`src/rtl/hdmi_timing_gen.sv`:
```
// Parametrised video timing generator (hsync/vsync/de/sof) with a colour-bar pixel source.
// Define HDMI_STREAM_IN_EN to add a valid/ready pixel stream input, selectable per frame.
module hdmi_timing_gen #(
  parameter int H_ACTIVE = 1920,
  parameter int H_FP     = 88,
  parameter int H_SYNC   = 44,
  parameter int H_BP     = 148,
  parameter int V_ACTIVE = 1080,
  parameter int V_FP     = 4,
  parameter int V_SYNC   = 5,
  parameter int V_BP     = 36,
  parameter int HS_POL   = 1,
  parameter int VS_POL   = 1,
  parameter int DATA_W   = 24,
  parameter int BARS     = 8
) (
  input  logic              clk_i,
  input  logic              rst_n_i,
  input  logic              en_i,
  output logic              busy_o,
  output logic              vsync_o,
  output logic              hsync_o,
  output logic              de_o,
  output logic [DATA_W-1:0] data_o,
  output logic              sof_o,
  output logic [15:0]       frame_cnt_o
`ifdef HDMI_STREAM_IN_EN
  ,
  input  logic [DATA_W-1:0] s_data_i,
  input  logic              s_valid_i,
  output logic              s_ready_o,
  input  logic              src_sel_i,
  output logic              underflow_o
`endif
);

  localparam int H_TOTAL = H_ACTIVE + H_FP + H_SYNC + H_BP;
  localparam int V_TOTAL = V_ACTIVE + V_FP + V_SYNC + V_BP;
  localparam int HW      = $clog2(H_TOTAL);
  localparam int VW      = $clog2(V_TOTAL);
  localparam int CW      = DATA_W / 3;
  localparam int BAR_W   = H_ACTIVE / BARS;
  localparam int BPW     = $clog2(BAR_W + 1);
  localparam int BIW     = $clog2(BARS + 1);

  // Region bounds carry one extra bit so an end bound equal to the total still fits.
  localparam logic [HW:0]    H_ACT_END = (HW+1)'(H_ACTIVE);
  localparam logic [HW:0]    HS_BEG    = (HW+1)'(H_ACTIVE + H_FP);
  localparam logic [HW:0]    HS_END    = (HW+1)'(H_ACTIVE + H_FP + H_SYNC);
  localparam logic [HW-1:0]  H_LAST    = HW'(H_TOTAL - 1);
  localparam logic [VW:0]    V_ACT_END = (VW+1)'(V_ACTIVE);
  localparam logic [VW:0]    VS_BEG    = (VW+1)'(V_ACTIVE + V_FP);
  localparam logic [VW:0]    VS_END    = (VW+1)'(V_ACTIVE + V_FP + V_SYNC);
  localparam logic [VW-1:0]  V_LAST    = VW'(V_TOTAL - 1);
  localparam logic [BPW-1:0] BAR_LAST  = BPW'(BAR_W - 1);
  localparam logic           HS_ON     = 1'(HS_POL);
  localparam logic           VS_ON     = 1'(VS_POL);

  typedef enum logic {IDLE, RUN} state_t;

  state_t            state, state_nxt;
  logic [HW-1:0]     h_cnt;
  logic [VW-1:0]     v_cnt;
  logic [BPW-1:0]    bar_px;
  logic [BIW-1:0]    bar_idx;
  logic [2:0]        bar_sel;
  logic              h_last, v_last, frame_wrap;
  logic              run, pix_act, hs_act, vs_act, sof_nxt;
  logic              stream_sel;
  logic [DATA_W-1:0] bar_rgb, pix_nxt;

  assign h_last     = (h_cnt == H_LAST);
  assign v_last     = (v_cnt == V_LAST);
  assign frame_wrap = h_last && v_last;

  // NOTE: every clocked process uses non-blocking (<=) assignments so all
  // registers sample the same pre-edge values regardless of evaluation order.
  always_ff @(posedge clk_i or negedge rst_n_i) begin
    if (!rst_n_i) state <= IDLE;
    else          state <= state_nxt;
  end

  // A run stops only at the frame wrap; a dropped en_i mid-frame finishes the frame.
  always_comb begin
    state_nxt = state;
    case (state)
      IDLE:    if (en_i) state_nxt = RUN;
      RUN:     if (frame_wrap && !en_i) state_nxt = IDLE;
      default: state_nxt = IDLE;
    endcase
  end

  // NOTE: each variable gets a default at the top of the block, so no path
  // through it can leave a value unassigned and infer a latch.
  always_comb begin
    run     = (state == RUN);
    pix_act = run && ({1'b0, h_cnt} < H_ACT_END) && ({1'b0, v_cnt} < V_ACT_END);
    hs_act  = run && ({1'b0, h_cnt} >= HS_BEG) && ({1'b0, h_cnt} < HS_END);
    vs_act  = run && ({1'b0, v_cnt} >= VS_BEG) && ({1'b0, v_cnt} < VS_END);
    sof_nxt = run && (h_cnt == '0) && (v_cnt == '0);
    bar_sel = 3'(bar_idx);
    // Bar order white..black maps to inverted index bits: R=~b1, G=~b2, B=~b0.
    bar_rgb = {{CW{~bar_sel[1]}}, {CW{~bar_sel[2]}}, {CW{~bar_sel[0]}}};
    pix_nxt = '0;
    if (pix_act) begin
`ifdef HDMI_STREAM_IN_EN
      if (stream_sel) pix_nxt = s_valid_i ? s_data_i : '0;
      else            pix_nxt = bar_rgb;
`else
      pix_nxt = bar_rgb;
`endif
    end
  end

  always_ff @(posedge clk_i or negedge rst_n_i) begin
    if (!rst_n_i) begin
      h_cnt <= '0;
      v_cnt <= '0;
    end else if (!run) begin
      h_cnt <= '0;
      v_cnt <= '0;
    end else begin
      h_cnt <= h_last ? '0 : h_cnt + 1'b1;
      if (h_last) v_cnt <= v_last ? '0 : v_cnt + 1'b1;
    end
  end

  // Bar position tracked by a pixel-within-bar counter instead of dividing h_cnt.
  always_ff @(posedge clk_i or negedge rst_n_i) begin
    if (!rst_n_i) begin
      bar_px  <= '0;
      bar_idx <= '0;
    end else if (!run || h_last) begin
      bar_px  <= '0;
      bar_idx <= '0;
    end else if ({1'b0, h_cnt} < H_ACT_END) begin
      if (bar_px == BAR_LAST) begin
        bar_px  <= '0;
        bar_idx <= bar_idx + 1'b1;
      end else begin
        bar_px <= bar_px + 1'b1;
      end
    end
  end

`ifdef HDMI_STREAM_IN_EN
  logic frame_start;

  // Source choice is frozen per frame so a frame never mixes bars and stream data.
  assign frame_start = en_i && ((state == IDLE) || frame_wrap);
  assign s_ready_o   = pix_act && stream_sel;

  always_ff @(posedge clk_i or negedge rst_n_i) begin
    if (!rst_n_i) begin
      stream_sel  <= 1'b0;
      underflow_o <= 1'b0;
    end else begin
      if (frame_start) stream_sel <= src_sel_i;
      underflow_o <= (underflow_o && !sof_nxt) || (s_ready_o && !s_valid_i);
    end
  end
`else
  assign stream_sel = 1'b0;
`endif

  always_ff @(posedge clk_i or negedge rst_n_i) begin
    if (!rst_n_i) begin
      busy_o      <= 1'b0;
      hsync_o     <= ~HS_ON;
      vsync_o     <= ~VS_ON;
      de_o        <= 1'b0;
      data_o      <= '0;
      sof_o       <= 1'b0;
      frame_cnt_o <= '0;
    end else begin
      busy_o  <= run;
      hsync_o <= hs_act ? HS_ON : ~HS_ON;
      vsync_o <= vs_act ? VS_ON : ~VS_ON;
      de_o    <= pix_act;
      data_o  <= pix_nxt;
      sof_o   <= sof_nxt;
      if (sof_nxt) frame_cnt_o <= frame_cnt_o + 1'b1;
    end
  end

endmodule

```
`config.mk`:
```
export PLATFORM = sky130hd
export DESIGN_NAME = hdmi_timing_gen
export DESIGN_NICKNAME = d
export VERILOG_FILES = /design/src/rtl/hdmi_timing_gen.sv
export SDC_FILE = /design/constraint.sdc
export NUM_CORES = 1
export LEC_CHECK = 0
export CORE_ASPECT_RATIO = 1.25
export CORE_MARGIN = 4
export CORE_UTILIZATION = 44
export DETAILED_ROUTE_END_ITERATION = 6
export MAX_ROUTING_LAYER = met4
export PLACE_DENSITY = 0.74
export SLEW_MARGIN = 15
export SYNTH_ARGS = -nofsm -noshare
export SYNTH_HDL_FRONTEND = slang
export SYNTH_SLANG_ARGS = --single-unit
```
`constraint.sdc`:
```
create_clock -name clk_i -period 3.3 [get_ports clk_i]
set_clock_uncertainty 0.15 [all_clocks]
set_input_delay 0.495 -clock clk_i [delete_from_list [all_inputs] [get_ports clk_i]]
set_output_delay 0.495 -clock clk_i [all_outputs]
set_load 0.01 [all_outputs]
```
==> results.toml, run 1 <==
[logic_synthesis]
postSynthCellCount = 315
async_flop_share_pct = 100
synth_area_leader_cell = "dfrtp_1"
ys_seq_area_share_pct = 47.0
yosys.area_share.simple_pct = 23.9
synthFlopType = "dfrtp_1"
yosysMostFrequentCell = "dfrtp_1"
synth_fp_nets = 325
syn-cell-area_mm2 = 0.00314
muxShareOfSynthArea_pct = 0.677
synth-edff-count = 0
synth_common_cells = "dfrtp_1 (59), nor2_1 (23), nand2_1 (22), buf_4 (21), xor2_1 (19)"
synth-xor-area-share_pct = 7.25
yosys_warnings = 0
synth_top_cell_area_share_pct = 47.0
syn_avg_cell_area_um2 = 9.97
ys_types = 54
synthTopCellsByArea = "dfrtp_1 (47%), xor2_1 (5.3%), buf_4 (5.0%)"
synth_seq_cells = 59
synth_top_family_by_area = "simple AND/OR/NAND/NOR gates"
synth_compound_area_share_pct = 10.7
synthAdderAreaFrac_pct = 2.79

[routing]
drc = 0
vias = 2427
dr.first_iter.drc_count = 107
wl_per_cell_um = 14.4
ant_nets = 0
totalWireLength_mm = 6.37
dr.pass1.iters = 4
routed_via_density = 5.48

[timing]
slew_headroom_pct = 49.7
rsz0062_at_grt = "no"
min_period_over_period_pct = 70.5
finalWorstPathRequiredPeriod_ns = 2.33
slew_violations = 0
hold_violations = 0
max_freq_ghz = 0.430
setup_violations = 0
setup_tns_ns = 0
fin_hold_ws_ns = 0.300
worst_pin_slew_ns = 0.745

[power_and_ir_drop]
powerDensity_mw_per_mm2 = 386
leakage_nw = 1.62
power_frac_seq_pct = 49.9
p_sw_uw = 301
ir_worst_vdd_mv = 0.239
p_sw_share_pct = 20.7
pwr-share-clk_pct = 48.9
p_int_mw = 1.15
combPwrFrac_pct = 1.2

[worst_setup_path]
worstSetupPathType = "reg2reg"
end_kind = "flop"
crit_chain = "nor4_2 -> nand3_1 -> nor2_1 -> mux2_2"
critPathBufInv = 0
critical_path_required_ns = 3.38
slowest_stage = "nand3_1"
reg2reg_from = "h_cnt[3]"
crit_arrival_ns = 2.40
crit_family = "simple AND/OR/NAND/NOR gates"
slowest_delay_ns = 0.52
worst_setup_path_start_kind = "flop"
cp_max_fo = 17
crit_start = "h_cnt[3]"
cp.depth = 4
reg2regPathDepth = 4

[finish]
area_delta_synth_final_pct = 19.6
nFillCells = 613
ff_latch_area_mm2 = 0.00148
antenna_cells = 0
design_area_mm2 = 0.00375
drive_gt1_share_pct = 8.50
fin_nets = 358
multi_input_area_mm2 = 0.00142

[min_path]
hold_depth = 1
hold_start = "bar_idx[2]"
hold_path.class = "reg2reg"

[clocking]
clkTransAtPathRegs_ns = 0.07
tritoncts = "built"
cts-root-buf = "clkbuf_8"
htree_levels = 3
clkSinkCount = 59
cts_made_buffers = 9
cts_resized = 0
clock_path_buffers = 2
clock_latency_ns = 0.34

[placed_design]
gp_congestion = 0.819
dp_hpwl_mm = 4.48
placed_area_mm2 = 0.00354
numPortBuffers = 47

[global_route]
grt_overflow = 0
grt_pass1_vias = 2378
antenna_found_initial = 0
grt_pass1_wl_mm = 10.9
grt_usage_pct = 16.0
grt_start_max_net_pins = 42

[die]
core.rowCount = 34
die_y_um = 102
core_area_mm2 = 0.00693
dieArea_mm2 = 0.00856
io_pins = 48
start_util_pct = 45.3
die_x_um = 83.6

[status]
status = "finished clean"

[job]
drv_cap = 0
==> layout make-up <==
| class | count | area share (%) |
|---|---|---|
| Clock buffer | 11 | 3.50 |
| Sequential cell | 59 | 39.3 |
| Clock inverter | 5 | 2.07 |
| Inverter | 12 | 1.20 |
| Tap cell | 90 | 3.00 |
| Timing Repair Buffer | 50 | 13.1 |
| Multi-Input combinational cell | 216 | 37.9 |
==> worst register-to-register path: stages, from the launching register on <==
cell,delay [ns]
dfrtp_1,0.45
nor4_2,0.40
nand3_1,0.52
nor2_1,0.34
mux2_2,0.36
==> worst paths after layout <==
kind                                   to  slack [ns]
setup / recovery           frame_cnt_o[1]        0.97
hold / removal                 data_o[15]        0.30
setup reg to reg           frame_cnt_o[1]        0.97
hold reg to reg                data_o[15]        0.30
max in group asynchronous       h_cnt[11]        1.65
min in group asynchronous       bar_px[5]        0.47
==> flip-flops by register name, indices dropped and copies added, names as in the netlist <==
signal / count
frame_cnt_o: 16
h_cnt: 12
v_cnt: 11
bar_px: 8
bar_idx: 3
data_o: 3
busy_o: 1
de_o: 1
hsync_o: 1
run: 1
sof_o: 1
vsync_o: 1
==> metal layers <==
metal / track usage (%) / part of all wire (%)
met1: 18.3 / 43
met2: 27.3 / 51
met3: 4.52 / 4.7
met4: 5.45 / 1.1
met5: - / 0
==> kinds of logic (layout without fill, tap and decap cells) <==
family,count (synthesis),after routing
multiplexers,2,2
AND/OR/NAND/NOR,135,135
buffers and inverters,40,78
XOR/XNOR,26,26
flip-flops,59,59
adder cells (fa/ha/maj),7,7
AO/OA/AOI/OAI,46,46
==> cell usage in the layout, fill, tap and decap left out, types with 2 or more instances in the layout <==
cell and instances:
and3_1 7, nor2b_1 2, nand3_1 17, ha_1 7
o311ai_0 3, nor3b_1 3, nand4_1 9, a22o_1 4
and2_1 3, clkdlybuf4s50_1 46, nor3_1 17, or3_1 7
or2_2 2, nor2_1 23, clkinv_2 2, buf_4 2
bufinv_16 2, nor4_2 3, o21a_1 4, nor4_1 9
xor2_1 19, and4_1 3, clkbuf_1 2, o21ai_1 2
a21oi_1 10, xnor2_1 7, o21ai_0 9, clkbuf_8 9
dfrtp_1 59, nand2_1 22, inv_1 12
==> per-stage QoR <==
step	cells	setup WS, ns	util, %	total power, mW
after floorplan	315	1.33	-	0.737
after global placement	426	1.04	51.0	0.754
after detailed placement	426	0.968	51.0	0.755
after CTS	443	0.967	54.2	1.47
after global routing	443	0.795	54.2	1.50
final	443	0.974	54.2	1.45
==> power by group through the flow <==
stage | combinational, mW | clock, mW | sequential (mW)
after floorplan | 0.000178 | 0 | 0.737
after global placement | 0.0175 | 0 | 0.737
after detailed placement | 0.0180 | 0 | 0.737
after CTS | 0.0187 | 0.724 | 0.723
after global routing | 0.0206 | 0.759 | 0.722
final | 0.0172 | 0.709 | 0.723
==> what timing repair did <==
item	4_1_cts	5_1_grt
hold buffers	1	0
buffers inserted	0	0
endpoints found under the hold margin	18	0
Note: power is estimated with default switching activity, not from simulation.
==> run 2, diff against run 1 <==
clock period = 2.41 ns   (was 3.3 ns; I/O delays follow)
==> results.toml, run 2 (same netlist as run 1, synthesis figures left out) <==
[worst_setup_path]
critical_path_required_ns = 2.49
slowest_stage = "dfrtp_1"
cp.depth = 7
critPathBufInv = 2
crit_family = "compound AO/OA/AOI/OAI gates"
crit_arrival_ns = 2.22
cp_max_fo = 8
rrSetupSlack_ns = 0.26
worstSetupPathType = "reg2reg"
crit_chain = "inv_1 -> ha_1 -> nand4bb_1 -> o41ai_4 -> buf_4 -> o21ai_1 -> a22o_1"
end_kind = "flop"
slowest_delay_ns = 0.42
worst_setup_path_start_kind = "flop"
reg2regPathDepth = 7

[finish]
largest_reg_flops = 16
top_register = "frame_cnt_o"
mostFrequentLayoutCell = "dfrtp_1"
nFillCells = 599
design_area_mm2 = 0.00383
fin_nets = 363
reg_top3 = "frame_cnt_o (16), h_cnt (12), v_cnt (11)"
ff_latch_area_mm2 = 0.00148
drive_gt1_share_pct = 10.4
area_delta_synth_final_pct = 22.0
final_cell_mix = "dfrtp_1 (59), clkdlybuf4s50_1 (46), nor2_1 (23), nand2_1 (22), xor2_1 (19)"
antenna_cells = 0
multi_input_area_mm2 = 0.00142

[global_route]
grt_pass1_vias = 2514
antenna_found_initial = 0
grt_start_max_net_pins = 60
grt_usage_pct = 17.3
grt_overflow = 0
grt_pass1_wl_mm = 11.6

[clocking]
clkSinkCount = 59
htree_levels = 3
hold_buffers = 0
tritoncts = "built"
cts_made_buffers = 9
clkTransAtPathRegs_ns = 0.07
cts_resized = 0
cts_setup_buffers = 0
clock_latency_ns = 0.34
cts-root-buf = "clkbuf_8"
clock_path_buffers = 2

[routing]
drc = 0
ant_nets = 0
dr.first_iter.drc_count = 105
routed_via_density = 5.46
wl_per_cell_um = 15.2
vias = 2440
dr.pass1.iters = 4
totalWireLength_mm = 6.79

[timing]
worst_pin_slew_ns = 0.744
max_freq_ghz = 0.466
finalWorstPathRequiredPeriod_ns = 2.15
slew_headroom_pct = 50.4
setup_tns_ns = 0
fin_hold_ws_ns = 0.00696
slew_violations = 0
hold_violations = 0
worst_slack_ns = 0.263
min_period_over_period_pct = 89.1
setup_violations = 0
rsz0062_at_grt = "no"

[die]
die_x_um = 83.6
core_area_mm2 = 0.00693
io_pins = 48
core.rowCount = 34
dieArea_mm2 = 0.00856
start_util_pct = 45.3
die_y_um = 102

[job]
drv_cap = 0

[status]
status = "finished clean"

[power_and_ir_drop]
leakage_nw = 1.66
ir_worst_vdd_mv = 0.311
powerDensity_mw_per_mm2 = 559

[placed_design]
placed_area_mm2 = 0.00358
post-place-ws_ns = 0.293
dp_hpwl_mm = 4.80
numPortBuffers = 47
gp_congestion = 0.901

[min_path]
hold_path.class = "in2async"
-- run 2: cell count changes in the layout (fill, tap and decap cells not counted) --
cell | previous run | this run
buf_4 | 2 | 8
clkinv_2 | 2 | 0
dlygate4sd3_1 | 1 | 0
bufinv_16 | 2 | 3
clkbuf_1 | 2 | 0
clkbuf_8 | 9 | 11
-- run 2: final timing paths --
check | from | end
max | v_cnt[0] | v_cnt[5]
min | rst_n_i | bar_px[5]
max reg2reg | v_cnt[0] | v_cnt[5]
min reg2reg | bar_idx[2] | data_o[15]
max in group asynchronous | rst_n_i | h_cnt[7]
min in group clk_i | bar_idx[2] | data_o[15]
-- run 2: area by class of cell --
type / instances / area share [%]
Tap cell: 90 / 2.94
Clock buffer: 11 / 3.95
Sequential cell: 59 / 38.5
Timing Repair Buffer: 55 / 13.7
Multi-Input combinational cell: 216 / 37.1
Clock inverter: 4 / 2.55
Inverter: 12 / 1.18
-- run 2: per-layer routing --
| metal | vias up | track usage, % | part of all wire (%) |
|---|---|---|---|
| li1 | 1181 | - | - |
| met1 | 1185 | 19.6 | 42 |
| met2 | 58 | 29.2 | 51 |
| met3 | 16 | 5.08 | 4.7 |
| met4 | 0 | 6.44 | 2.2 |
| met5 | - | - | 0 |
-- run 2: power by group --
part | internal (mW) | switching, mW | total, mW
Sequential | 0.990 | 0 | 0.990
Clock | 0.737 | 0.390 | 1.13
Combinational | 0.00327 | 0.0191 | 0.0224
-- run 2: stage by stage --
step | power (mW) | cells | util, %
2_1_floorplan | 1.01 | 315 | -
3_3_place_gp | 1.03 | 432 | 51.6
3_5_place_dp | 1.03 | 432 | 51.6
4_1_cts | 2.17 | 447 | 55.2
5_1_grt | 2.21 | 447 | 55.2
6_report | 2.14 | 447 | 55.2
